`src/rtl/weight_mem_loader_pkg.sv`:
```
// Shared types for the weight-memory loader: FSM state encoding and
// the write-address width rule shared with the read side.
package weight_mem_loader_pkg;

    localparam int STATE_W    = 2;
    localparam int DEF_ADDR_W = 10;

    typedef enum logic [STATE_W-1:0] {
        S_IDLE  = 2'd0,
        S_LOAD  = 2'd1,
        S_DRAIN = 2'd2
    } state_t;

    // The write address carries one extra bit to match the read-port address.
    function automatic int waddr_width(input int aw);
        return aw + 1;
    endfunction

endpackage

```
`src/rtl/weight_addr_counter.sv`:
```
// Write-address counter with synchronous clear, increment and a terminal
// flag at numWeight-1; shared by the weight and bias loaders.
module weight_addr_counter
    import weight_mem_loader_pkg::*;
#(
    parameter int addressWidth = DEF_ADDR_W,
    parameter int numWeight    = 784
) (
    input  logic                                 clk,
    input  logic                                 rst_n,
    input  logic                                 clear_i,
    input  logic                                 incr_i,
    output logic [waddr_width(addressWidth)-1:0] count_o,
    output logic                                 term_o
);

    localparam int CW = waddr_width(addressWidth);
    localparam logic [CW-1:0] LAST = CW'(numWeight - 1);

    logic [CW-1:0] count_q, count_d;

    always_comb begin
        count_d = count_q;
        if (clear_i) begin
            count_d = '0;
        end else if (incr_i) begin
            count_d = count_q + 1'b1;
        end
    end

    always_ff @(posedge clk or negedge rst_n) begin
        if (!rst_n) begin
            count_q <= '0;
        end else begin
            count_q <= count_d;
        end
    end

    assign count_o = count_q;
    assign term_o  = (count_q == LAST);

endmodule

```
`src/rtl/weight_mem_loader.sv`:
```
// Turns a valid/ready weight stream into one-hot writes for one neuron's
// weight memory, checking the vector length against numWeight.
module weight_mem_loader
    import weight_mem_loader_pkg::*;
#(
    parameter int numNeurons   = 32,
    parameter int addressWidth = DEF_ADDR_W,
    parameter int dataWidth    = 16,
    parameter int numWeight    = 784,
    parameter int selWidth     = $clog2(numNeurons)
) (
    input  logic                                 clk,
    input  logic                                 rst_n,
    input  logic                                 start,
    input  logic [selWidth-1:0]                  neuron_sel,
    input  logic                                 s_valid,
    output logic                                 s_ready,
    input  logic [dataWidth-1:0]                 s_data,
    input  logic                                 s_last,
    output logic [numNeurons-1:0]                wen,
    output logic [waddr_width(addressWidth)-1:0] waddr,
    output logic [dataWidth-1:0]                 win,
    output logic                                 busy,
    output logic                                 done,
    output logic                                 err
);

    localparam int AW = waddr_width(addressWidth);
    localparam logic [selWidth:0]     SEL_LIM = (selWidth + 1)'(numNeurons);
    localparam logic [numNeurons-1:0] WEN_ONE = numNeurons'(1);

    state_t                state_q, state_d;
    logic [selWidth-1:0]   sel_q, sel_d;
    logic [numNeurons-1:0] wen_q, wen_d;
    logic [AW-1:0]         waddr_q, waddr_d;
    logic [dataWidth-1:0]  win_q, win_d;
    logic                  ready_q;
    logic                  done_q, done_d;
    logic                  err_q, err_d;

    logic                  hs;
    logic                  cnt_clear, cnt_incr, cnt_term;
    logic [AW-1:0]         cnt;

    assign hs = s_valid && ready_q;

    weight_addr_counter #(
        .addressWidth (addressWidth),
        .numWeight    (numWeight)
    ) u_cnt (
        .clk     (clk),
        .rst_n   (rst_n),
        .clear_i (cnt_clear),
        .incr_i  (cnt_incr),
        .count_o (cnt),
        .term_o  (cnt_term)
    );

    always_comb begin
        state_d   = state_q;
        sel_d     = sel_q;
        wen_d     = '0;
        waddr_d   = waddr_q;
        win_d     = win_q;
        done_d    = 1'b0;
        err_d     = err_q;
        cnt_clear = 1'b0;
        cnt_incr  = 1'b0;

        unique case (state_q)
            S_IDLE: begin
                if (start) begin
                    err_d = 1'b0;
                    if ({1'b0, neuron_sel} >= SEL_LIM) begin
                        err_d = 1'b1;
                    end else begin
                        sel_d     = neuron_sel;
                        cnt_clear = 1'b1;
                        state_d   = S_LOAD;
                    end
                end
            end
            S_LOAD: begin
                if (hs) begin
                    wen_d    = WEN_ONE << sel_q;
                    waddr_d  = cnt;
                    win_d    = s_data;
                    cnt_incr = 1'b1;
                    if (s_last) begin
                        state_d = S_IDLE;
                        if (cnt_term) begin
                            done_d = 1'b1;
                        end else begin
                            err_d = 1'b1;
                        end
                    end else if (cnt_term) begin
                        // Vector longer than numWeight: swallow the tail.
                        err_d   = 1'b1;
                        state_d = S_DRAIN;
                    end
                end
            end
            S_DRAIN: begin
                if (hs && s_last) begin
                    state_d = S_IDLE;
                end
            end
            default: state_d = S_IDLE;
        endcase
    end

    always_ff @(posedge clk or negedge rst_n) begin
        if (!rst_n) begin
            state_q <= S_IDLE;
            sel_q   <= '0;
            wen_q   <= '0;
            waddr_q <= '0;
            win_q   <= '0;
            ready_q <= 1'b0;
            done_q  <= 1'b0;
            err_q   <= 1'b0;
        end else begin
            state_q <= state_d;
            sel_q   <= sel_d;
            wen_q   <= wen_d;
            waddr_q <= waddr_d;
            win_q   <= win_d;
            ready_q <= (state_d != S_IDLE);
            done_q  <= done_d;
            err_q   <= err_d;
        end
    end

    assign s_ready = ready_q;
    assign busy    = ready_q;
    assign wen     = wen_q;
    assign waddr   = waddr_q;
    assign win     = win_q;
    assign done    = done_q;
    assign err     = err_q;

endmodule
```
`config.mk`:
```
export PLATFORM = sky130hd
export DESIGN_NAME = weight_mem_loader
export DESIGN_NICKNAME = d
export VERILOG_FILES = /design/src/rtl/weight_mem_loader_pkg.sv /design/src/rtl/weight_addr_counter.sv /design/src/rtl/weight_mem_loader.sv
export SDC_FILE = /design/constraint.sdc
export NUM_CORES = 1
export LEC_CHECK = 0
export CORE_UTILIZATION = 51
export DETAILED_ROUTE_END_ITERATION = 12
export MAX_ROUTING_LAYER = met4
export PLACE_DENSITY = 0.94
export SETUP_SLACK_MARGIN = 0.1
export SLEW_MARGIN = 20
export SYNTH_ARGS = -nofsm -noshare
export SYNTH_HDL_FRONTEND = slang
export SYNTH_HIERARCHICAL = 1
export SYNTH_SLANG_ARGS = --single-unit
```
`constraint.sdc`:
```
create_clock -name clk -period 4.2 [get_ports clk]
set_input_delay 0.63 -clock clk [delete_from_list [all_inputs] [get_ports clk]]
set_output_delay 0.63 -clock clk [all_outputs]
set_load 0.02 [all_outputs]
```
==> results_dict.tcl <==
set metrics [dict create \
    wl_per_cell_um 15.26 \
    slowest_delay_ns 0.74 \
    nets 401 \
    pwr_density_cell_nw_per_um2 514.3 \
    syn_area_sq_um 3110 \
    clkPwrFrac 0.256 \
    drive_above_1_share 0.09235 \
    io_buffers 88 \
    syn_avg_cell_area_sq_um 10.88 \
    grt_start_max_net_pins 81 \
    cp-end-kind "flop" \
    place.gp.congestion 0.9278 \
    worstPathCellList "clkdlybuf4s50_1, nor3b_4, o211ai_2, nor4_1, mux2_1" \
    synth_fp_nets 313 \
    fin_skew_ns 0.005919 \
    drc 0 \
    syn_to_final_growth_pct 35.44 \
    synth-async-reset-ratio 1.000 \
    coreArea_sq_um 5886 \
    sw_frac_of_total 0.3381 \
    worstSetupPathType "primary input to flop" \
    start_util 0.5285 \
    drt_iter0_drc 158 \
    hpwl_mm 4.764 \
    wirelength_mm 6.927 \
    p_switching_mw 0.7324 \
    hold_viol 0 \
    vias_per_cell 5.229 \
    io-pin-count 89 \
    syn_inst 286 \
    cts_max_level 3 \
    grt_use_total 0.2381 \
    startpoint_type "primary input" \
    firstDrtPassIters 4 \
    synth_top_flop_cell "dfrtp_1" \
    achievable-frequency_ghz 0.3793 \
    grt_pass1_wl_mm 10.90 \
    final_area_sq_um 4213 \
    ys_seq_area_frac 0.6436 \
    cp_data_required_time_ns 4.42 \
    postRouteAntennaNets 0 \
    cts_tree "done" \
    ys_ff_latch 80 \
    dieWidth_um 80.10 \
    seq_area_sq_um 2002 \
    worstMarginPinSlew_ns 0.9417 \
    status "completed" \
    p_seq_frac 0.470 \
    fill_cells 388 \
    yosysUniqueCellTypes 40 \
    postPlaceCellArea_sq_um 4018 \
    path_clk_slew_ns 0.08 \
    cts-resized-gates 0 \
    finalSetupTns_ns 0 \
    grt_setup_unrepaired "no" \
    grt_antenna_before_repair 0 \
    clockBufferDepth 2 \
    slew_viol_final 0 \
    die_h_um 80.10 \
    clock_latency_ns 0.34 \
    period_share 0.6278 \
    comb_power_share 0.274 \
    cts_sinks 80 \
    cts_root_buf "clkbuf_8" \
    critPathMaxFanout 20 \
    finalPower_mw 2.167 \
    cp_data_arrival_time_ns 2.86 \
    hp-class "primary input to async pin" \
    hold_buffers 0 \
    vias 2374 \
    synth_edf_count 0 \
    maxSlewHeadroom 0.3722 \
    slowest_stage "nor3b_4" \
    diodes 0 \
    final-setup-viol-count 0 \
    fp-row-count 28 \
    grt_pass1_vias 2285 \
    fin_hold_ws_ns 0.4200 \
    numCtsBuffers 9 \
    cap_violations 0 \
    postCtsSetupBuffers 0 \
    leakage_nw 1.928 \
    yosysWarningCount 6 \
    die_area_sq_um 6415 \
    peakVddDrop_mv 0.3444 \
    fin_crit_ns 2.637 \
    overflow 0 \
    intPower_mw 1.434 \
    multi_input_area_sq_um 1017 \
]
## Yosys cell counts, types with 2 or more instances
cell type	instances	share of area
a21oi_1	5	0.0080
buf_2	4	0.0064
buf_4	4	0.0097
clkbuf_1	3	0.0036
dfrtp_1	80	0.64
inv_1	4	0.0048
mux2_2	5	0.018
nand2_1	88	0.11
nand2b_1	4	0.0080
nand3_1	3	0.0048
nand4_1	4	0.0080
nand4b_1	2	0.0056
nor2_1	36	0.043
nor3_2	4	0.013
nor4_1	2	0.0040
o21ai_0	3	0.0048
o31ai_1	3	0.0072
or3_1	2	0.0040
or3_4	4	0.014
or4_1	3	0.0072
xnor2_1	2	0.0056
xor2_1	3	0.0084
## kinds of logic (layout without fill, tap and decap cells)
group	Yosys count	in the layout	share of synthesized area
multiplexers	7	7	0.02494
buffers and inverters	17	110	0.02936
AND/OR/NAND/NOR	159	159	0.2442
XOR/XNOR	5	5	0.01408
adder cells (fa/ha/maj)	1	1	0.004022
flip-flops	80	80	0.6436
AO/OA/AOI/OAI	17	17	0.03982
## sequential cells by signal, summed over array words and instances, names as in the netlist
| register | cells |
|---|---|
| u_cnt/count_o | 11 |
| win | 16 |
| busy | 1 |
| err | 1 |
| wen | 32 |
| state_q | 2 |
| done | 1 |
| sel_q | 5 |
| waddr | 11 |
## placed cells by master, fill, tap and decap left out, types with 3 or more instances in the layout
cell             instances
a21oi_1                  5
clkbuf_8                 9
clkdlybuf4s50_1         87
dfrtp_1                 80
inv_1                    4
mux2_2                   5
nand2_1                 88
nand2b_1                 4
nand3_1                  3
nand4_1                  4
nor2_1                  36
nor3_2                   4
o21ai_0                  3
o31ai_1                  3
or3_4                    4
or4_1                    3
xor2_1                   3
## stage by stage
stage                 util  instances  setup slack (ns)
floorplan                -        286             2.138
global placement    0.6826        438             1.410
detailed placement  0.6826        438             1.329
CTS                 0.7158        454             1.578
global route        0.7158        454             1.412
finish              0.7158        454             1.563
## metal layers
metal  part of all wire  track usage  vias up
met5                  0            -        -
met4              0.021       0.1179        0
met3              0.050      0.05341       11
met2               0.54       0.3906       82
li1                   -            -     1107
met1               0.39       0.2776     1174
## worst max-delay path: cells and delay by family
kind,cells,cell delay [ns]
and+or+nand+nor,2,1.12
buffers and inverters,1,0.48
muxes,1,0.37
AOI/OAI and AO/OA,1,0.26
## final timing paths
check | startpoint | end | slack (ns) | depth (start not counted)
worst max-delay path | start | u_cnt/count_o[9]$_DFFE_PN0P_ | 1.56 | 5
worst min-delay path | rst_n | busy$_DFF_PN0_ | 0.42 | 1
worst max register to register | state_q[0]$_DFF_PN0_ | u_cnt/count_o[9]$_DFFE_PN0P_ | 1.79 | 4
worst min register to register | win[4]$_DFFE_PN0P_ | win[4]$_DFFE_PN0P_ | 0.48 | 2
max in group asynchronous | rst_n | wen[16]$_DFF_PN0_ | 3.17 | 1
min in group clk | win[4]$_DFFE_PN0P_ | win[4]$_DFFE_PN0P_ | 0.48 | 2
## cell type report
cell class              count  area share
clock inverters             6     0.01604
multi-input cells         189      0.2415
inverters                   5    0.004455
repair buffers             89      0.2103
clock buffers              10     0.03029
flip-flops and latches     80      0.4752
well taps                  75     0.02228
## power by group through the flow
stage	Combinational, mW	Clock [mW]	Sequential, mW
final	0.594	0.555	1.02
after global routing	0.646	0.601	1.04
after CTS	0.599	0.563	1.02
after detailed placement	0.596	0	1.03
after global placement	0.575	0	1.02
after floorplan	0.255	0	1.09
Note: power is estimated with default switching activity, not from simulation.
